--- src/rtl/von_neumann_extractor_pkg.sv ---
// Shared definitions for the von Neumann extractor and its health test.
// Holds the pairing FSM encodings and the default sizing constants so the
// extractor, its sub-module and neighbouring benches agree on them.
package von_neumann_extractor_pkg;

    // Pairing FSM: waiting for the first member of a pair, or holding it.
    typedef enum logic {
        VNE_IDLE = 1'b0,
        VNE_HALF = 1'b1
    } vne_state_e;

    // Width of the discard and repetition counters.
    localparam int unsigned VNE_CNT_W_DEFAULT = 8;

    // Consecutive identical raw samples that declare the source stuck.
    localparam int unsigned VNE_RCT_CUTOFF_DEFAULT = 32;

    // Saturating increment on a counter of up to 32 bits; max is the ceiling.
    function automatic logic [31:0] vne_sat_inc(input logic [31:0] value,
                                                input logic [31:0] max);
        if (value >= max) begin
            return max;
        end
        return value + 32'd1;
    endfunction

endpackage

--- src/rtl/repetition_count_test.sv ---
// Repetition-count health test for a raw entropy stream.
// Counts consecutive identical accepted samples and raises a sticky alarm when
// the run length reaches RCT_CUTOFF. Only instantiated when VNE_HEALTH_EN is
// defined in the extractor build.
module repetition_count_test
    import von_neumann_extractor_pkg::*;
#(
    parameter int unsigned CNT_W      = VNE_CNT_W_DEFAULT,
    parameter int unsigned RCT_CUTOFF = VNE_RCT_CUTOFF_DEFAULT
) (
    input  logic clk,
    input  logic reset,
    input  logic sample,
    input  logic sample_valid,
    output logic alarm
);

    localparam logic [CNT_W-1:0] CUTOFF  = CNT_W'(RCT_CUTOFF);
    localparam logic [CNT_W-1:0] CNT_MAX = {CNT_W{1'b1}};

    logic [CNT_W-1:0] rep_cnt;
    logic [CNT_W-1:0] rep_cnt_next;
    logic             prev_sample;

    // Run length after this cycle's sample; a zero count means no sample seen yet.
    always_comb begin
        rep_cnt_next = rep_cnt;
        if (sample_valid) begin
            if ((rep_cnt != '0) && (sample == prev_sample)) begin
                rep_cnt_next = CNT_W'(vne_sat_inc(32'(rep_cnt), 32'(CNT_MAX)));
            end else begin
                rep_cnt_next = {{(CNT_W-1){1'b0}}, 1'b1};
            end
        end
    end

    // Track the run and latch the alarm on the same edge the cutoff is reached.
    always_ff @(posedge clk or posedge reset) begin
        if (reset) begin
            rep_cnt     <= '0;
            prev_sample <= 1'b0;
            alarm       <= 1'b0;
        end else begin
            rep_cnt <= rep_cnt_next;
            if (sample_valid) begin
                prev_sample <= sample;
                if (rep_cnt_next >= CUTOFF) begin
                    alarm <= 1'b1;
                end
            end
        end
    end

endmodule

--- src/rtl/von_neumann_extractor.sv ---
// Von Neumann debiasing stage feeding vector_buffer.
// Pairs accepted raw samples: 01 emits 0, 10 emits 1, 00/11 are discarded and
// counted. Output is a registered bit plus a one-cycle bit_valid pulse.
// Optional feature macro: VNE_HEALTH_EN adds a repetition-count health test
// whose sticky stuck_alarm suppresses bit_valid; without it stuck_alarm is 0.
// The spec's "bit" output is exposed as ext_bit since bit is a reserved word.
module von_neumann_extractor
    import von_neumann_extractor_pkg::*;
#(
    parameter int unsigned CNT_W      = VNE_CNT_W_DEFAULT,
    parameter int unsigned RCT_CUTOFF = VNE_RCT_CUTOFF_DEFAULT
) (
    input  logic             clk,
    input  logic             reset,
    input  logic             enable,
    input  logic             raw_bit,
    input  logic             raw_valid,
    output logic             ext_bit,
    output logic             bit_valid,
    output logic [CNT_W-1:0] discard_cnt,
    output logic             stuck_alarm
);

    localparam logic [CNT_W-1:0] CNT_MAX = {CNT_W{1'b1}};

    vne_state_e state;
    logic       first_bit;
    logic       pulse;
    logic       accept;

    assign accept = raw_valid & enable;

    // Pairing FSM with registered bit, pulse and discard counter.
    always_ff @(posedge clk or posedge reset) begin
        if (reset) begin
            state       <= VNE_IDLE;
            first_bit   <= 1'b0;
            ext_bit     <= 1'b0;
            pulse       <= 1'b0;
            discard_cnt <= '0;
        end else begin
            pulse <= 1'b0;
            if (!enable) begin
                // Drop any held half-pair without counting it.
                state <= VNE_IDLE;
            end else if (accept) begin
                case (state)
                    VNE_IDLE: begin
                        first_bit <= raw_bit;
                        state     <= VNE_HALF;
                    end
                    VNE_HALF: begin
                        state <= VNE_IDLE;
                        if (raw_bit != first_bit) begin
                            ext_bit <= first_bit;
                            pulse   <= 1'b1;
                        end else begin
                            discard_cnt <= CNT_W'(vne_sat_inc(32'(discard_cnt),
                                                              32'(CNT_MAX)));
                        end
                    end
                    default: begin
                        state <= VNE_IDLE;
                    end
                endcase
            end
        end
    end

`ifdef VNE_HEALTH_EN
    repetition_count_test #(
        .CNT_W      (CNT_W),
        .RCT_CUTOFF (RCT_CUTOFF)
    ) u_rct (
        .clk          (clk),
        .reset        (reset),
        .sample       (raw_bit),
        .sample_valid (accept),
        .alarm        (stuck_alarm)
    );

    // A stuck source must not leak bits downstream; the FSM keeps running.
    assign bit_valid = pulse & ~stuck_alarm;
`else
    assign stuck_alarm = 1'b0;
    assign bit_valid   = pulse;
`endif

endmodule

--- config.mk ---
export PLATFORM = sky130hd
export DESIGN_NAME = von_neumann_extractor
export DESIGN_NICKNAME = d
export VERILOG_FILES = /design/src/rtl/von_neumann_extractor_pkg.sv /design/src/rtl/repetition_count_test.sv /design/src/rtl/von_neumann_extractor.sv
export SDC_FILE = /design/constraint.sdc
export NUM_CORES = 1
export LEC_CHECK = 0
export BUFFER_PORTS_ARGS = -buffer_cell sky130_fd_sc_hd__clkbuf_2
export CELL_PAD_IN_SITES_DETAIL_PLACEMENT = 1
export CELL_PAD_IN_SITES_GLOBAL_PLACEMENT = 2
export CORE_MARGIN = 2
export CORE_UTILIZATION = 31
export DETAILED_ROUTE_END_ITERATION = 7
export GPL_ROUTABILITY_DRIVEN = 0
export PLACE_DENSITY = 0.77
export SYNTH_ARGS = -nofsm -noshare
export SYNTH_HDL_FRONTEND = slang
export SYNTH_SLANG_ARGS = --single-unit
--- constraint.sdc ---
create_clock -name clk -period 2.2 [get_ports clk]
set_clock_uncertainty 0.2 [all_clocks]
set_input_delay 0.22 -clock clk [delete_from_list [all_inputs] [get_ports clk]]
set_output_delay 0.22 -clock clk [all_outputs]
set_load 0.1 [all_outputs]
* After elaboration in Yosys (flattened, before gate mapping)
Index checks and enable logic that the tools add are counted.
** Cells by class
- Add/sub/neg operators :: 1
- Equal/unequal tests :: 2
- Bitwise logic cells :: 3
- Magnitude comparators :: 1
- Reduce and logical (&&, ||, !) cells :: 3
- Mux-type cells :: 14
** Operators by type and width (count)
- 8-bit two-way mux :: 2
- 1-bit two-way mux :: 11
- 8-bit by 1-bit adder with 8-bit output (second input constant) :: 1
- 8-bit greater-or-equal comparator (second input constant) :: 1
- 4-bit AND reduction :: 2
- 3-bit AND reduction :: 1
- 2-bit by 1-bit inequality test with 1-bit output (second input constant) :: 1
- 1-bit inverter :: 2
- 1-bit one-hot mux with 2 select lines :: 1
- 1-bit AND :: 1
- 1-bit inequality test :: 1
** Word-level totals
- Register bits :: 12
- Word-level logic and storage cells :: 29
- Output and inout bits :: 11

* Logic depth before layout (Yosys ltp)
- Depth after elaboration :: 7
- Depth in mapped cells :: 5
- Mapped depth without buffers :: 4

* Least setup slack after synthesis
No wires, ideal clock.
- Kind :: flip-flop to flip-flop
- Start :: reg discard_cnt[0]
- End :: reg discard_cnt[3]
- Slack :: -0.160 ns
- Required time :: 1.928 ns
- Cell stages (with the launch flop) :: 6
- Clock period less this slack :: 2.360 ns
- Arrival time :: 2.088 ns
- Path through :: dfrtp_1 > ha_1 > nand3_1 > or4_1 > buf_2 > nand3_1
** On the way
- Word-level cells in the longest chain between the ends :: 7
- Elaborated cells on any way between the ends :: 8
- Classes of those cells :: add/sub (1); order compare (1); mux (6)
** RTL lines
- start: declaration :: RTL line von_neumann_extractor.sv:20 : output logic [CNT_W-1:0] discard_cnt,
- start signal: assignment :: RTL line von_neumann_extractor.sv:58 : discard_cnt <= CNT_W'(vne_sat_inc(32'(discard_cnt),
- 8-bit greater-or-equal comparator :: RTL line von_neumann_extractor_pkg.sv:21 : if (value >= max) begin
- 1-bit two-way mux :: RTL line von_neumann_extractor_pkg.sv:21
- 1-bit two-way mux :: RTL line von_neumann_extractor.sv:54 : if (raw_bit != first_bit) begin
- 1-bit two-way mux :: RTL line von_neumann_extractor.sv:47 : case (state)
- 1-bit two-way mux :: RTL line von_neumann_extractor.sv:46 : end else if (accept) begin
- 1-bit two-way mux :: RTL line von_neumann_extractor.sv:43 : if (!enable) begin
- 8-bit two-way mux * :: RTL line von_neumann_extractor_pkg.sv:24 : return value + 32'd1;
Mark *: on every way between the ends. The rest lies on a longest branch, timed or not. The select of a mux whose other input is x is not followed.
A chain may end at the register's enable or synchronous reset.

* Worst setup path after layout
- Start :: reg first_bit
- End :: reg discard_cnt[3]
** On the way
- Word-level cells in the longest chain between the ends :: 3
** RTL lines
- start: declaration :: RTL line von_neumann_extractor.sv:27 : logic first_bit;
- start signal: assignment :: RTL line von_neumann_extractor.sv:49 : first_bit <= raw_bit;
- 1-bit inequality test :: RTL line von_neumann_extractor.sv:54
- 1-bit inverter (no source line)
- 4-bit AND reduction (no source line)
Every way passes these cells.

==> reports/qor.txt <==
CP endpoint kind -> register
Critical path launch point type -> register
Maximum number of pins on one net before global-route repair -> 15
Die Footprint -> 2560 µm²
Launching element of the worst setup path -> first_bit
Max-slew violation count -> 0
Critical path peak fanout -> 12
Number of placement rows -> 16
Synth Flop Type -> dfrtp_1
Cell Chain, Critical Path -> xor2_1, or4_1, nand3_1
Path class of the lowest-slack min-delay path -> in -> reg
Unique cell type count in the Yosys netlist -> 32
Clock slew at the register clock pins of the worst setup and hold paths -> 0.07 ns
Post-CTS setup repair buffer count -> 0
CTS resizes -> 0
Startpoint of the lowest-slack register-to-register path -> first_bit
Share of flip-flops with an asynchronous set or reset after synthesis -> 100.0%
Bufs and invs on worst path -> 0
Violation count after the first detailed-routing iteration -> 7
Top-level I/O count -> 16
Clock insertion delay at the later pin of the skew report -> 0.27 ns
Post-synth design cell area -> 673.1 µm²
Total nets after synthesis -> 72
Total vias in the final route -> 570
Nets@finish -> 88
Effective utilization at floorplan -> 33.63%
Post-route ant nets -> 0
Critical path's largest stage delay -> 0.64 ns
Type of the worst setup path -> reg -> reg
Time the final worst path needs with I/O delays and setup -> 1.909 ns
Core Footprint -> 2002 µm²
Maximum number of buffers from clock root to sink -> 2
Worst slew margin relative to its limit -> 49.13%
ANT cells -> 0
Setup violation total in the final timing report -> 0
Worst slew pin tran -> 0.7605 ns
Number of antenna violations at the first check in global routing -> 0
Yosys warnings -> 0
Number of synthesized register bits -> 12
Root buffer selected by CTS -> clkbuf_4
Average routed wire per standard cell -> 13.73 µm
Global-route wire length before repair -> 2.477 mm
Share of the clock period used by the worst path -> 86.77%
Number of remaining DRC errors -> 0
# port buffers -> 14
Power density of the placed cells -> 944.7 nW/µm²
Post-route total power -> 0.7435 mW
TritonCTS clock tree -> built
Die extent in x -> 50.60 µm
Cell family contributing the most delay on the critical path -> XOR/XNOR gates
Ratio of cells with drive above 1 in the final layout -> 33.75%
Maximum VDD drop -> 0.4906 mV
GRT Overall Usage -> 13.75%
Final wirelength -> 1.469 mm
Status -> finished clean
Total negative setup slack -> 0 ns
Sequential share of the synthesized area -> 44.61%
Final HPWL from detailed placement -> 1.050 mm
Grt ovf -> 0
# Max-Cap Violations -> 0
Count of flip-flops with a built-in enable after synthesis -> 0
Leak Pwr -> 0.3638 nW
TritonCTS Sinks -> 12
Utilization after layout -> 39.31%
Highest achievable clock rate -> 0.5239 GHz
Startpoint of the tightest hold check path -> enable
Vias in the first global route -> 514
Die Y -> 50.60 µm
Cell with the biggest individual delay on the critical path -> xor2_1
Number of hold violations in the final report -> 0
Required time at the worst-slack endpoint -> 2.14 ns
Length of the first detailed-routing pass in iterations -> 3
Gate Count Post-Synth -> 66
Most frequent cells in the layout -> clkbuf_2 (14), dfrtp_1 (10), nand3_1 (9), nand2_1 (4)
Average cell area after synthesis -> 10.20 µm²
Number of H-tree levels -> 1
Via-per-instance ratio -> 5.327
Worst endpoint data arrival time -> 1.85 ns
CTS buffer count -> 3
P&R area growth vs syn -> 16.91%
Most common cell after layout, fill and taps aside -> clkbuf_2
Setup repair after global routing missed its margin -> false
==> report_power, final <==
group          leakage (nW)  internal, mW  switching [mW]
combinational         0.196        0.0598           0.249
sequential            0.154         0.252          0.0467
clock                0.0138        0.0635          0.0719
total                 0.364         0.376           0.368
==> area by class of cell <==
class / instances / area [µm²]
Sequential cell: 12 / 302.8
Multi-Input combinational cell: 49 / 344.1
Inverter: 1 / 3.754
Timing Repair Buffer: 15 / 80.08
Tap cell: 27 / 33.78
Fill cell: 244 / 1215
Clock buffer: 3 / 22.52
==> cell families (layout without fill, tap and decap cells) <==
group / after synthesis / in the layout / share of synthesized area, %
buffers and inverters: 5 / 19 / 4.274
muxes: 3 / 3 / 5.018
AOI/OAI and AO/OA: 9 / 9 / 9.852
other: 1 / 1 / 0.5571
xor gates and xnor gates: 3 / 3 / 3.904
DFF: 12 / 12 / 44.61
adders and majority gates: 1 / 1 / 1.858
and+or+nand+nor: 32 / 32 / 29.93
==> Yosys cell counts, types with 2 or more instances <==
master,instances,share of area [%]
or4_1,3,3.3
xor2_1,2,2.6
nand3_1,9,6.7
nor2_1,2,1.1
mux2_1,2,3.3
o31ai_1,2,2.2
buf_2,2,1.5
o21ai_0,2,1.5
buf_4,2,2.2
nand2b_1,2,1.9
nand3_2,3,4.5
nand2_1,4,2.2
dfrtp_1,12,45
==> repair_timing <==
item,in CTS,in global routing
hold buffers,1,0
endpoints found under the setup margin,0,0
endpoints found under the hold margin,12,0
==> state kept, by name, indices dropped and copies added, names as in the netlist <==
name	count
first_bit	1
state	1
ext_bit	1
bit_valid	1
discard_cnt	8
==> routing by layer <==
| metal | up-vias | part of all wire [%] | wire length [µm] | track usage (%) |
|---|---|---|---|---|
| met5 | - | 0 | 0 | 0 |
| met4 | 0 | 3.9 | 57 | 12.16 |
| met1 | 276 | 45 | 657 | 17.13 |
| met3 | 5 | 4.5 | 66 | 2.679 |
| li1 | 273 | - | - | - |
| met2 | 16 | 47 | 687 | 19.96 |
==> stage by stage <==
step                hold slack [ns]  area (µm²)  setup WS [ns]  cells
detailed placement          0.04203       754.5         0.2621    103
CTS                        0.001519       787.0         0.2459    107
floorplan                   -0.1154       675.6        0.08810     66
global route                0.03575       787.0         0.1737    107
global placement            0.03848       754.5         0.3203    103
finish                     0.008669       787.0         0.2911    107
==> path summary, 6_finish.rpt <==
kind / end / slack [ns] / cells past startpoint
worst max-delay path: discard_cnt[3] / 0.29 / 3
worst min-delay path: state / 0.009 / 2
worst max register to register: discard_cnt[3] / 0.29 / 3
worst min register to register: ext_bit / 0.33 / 1
max in group asynchronous: discard_cnt[1] / 1.17 / 3
min in group asynchronous: ext_bit / 0.28 / 3
Power figures use the tool's default switching activity.
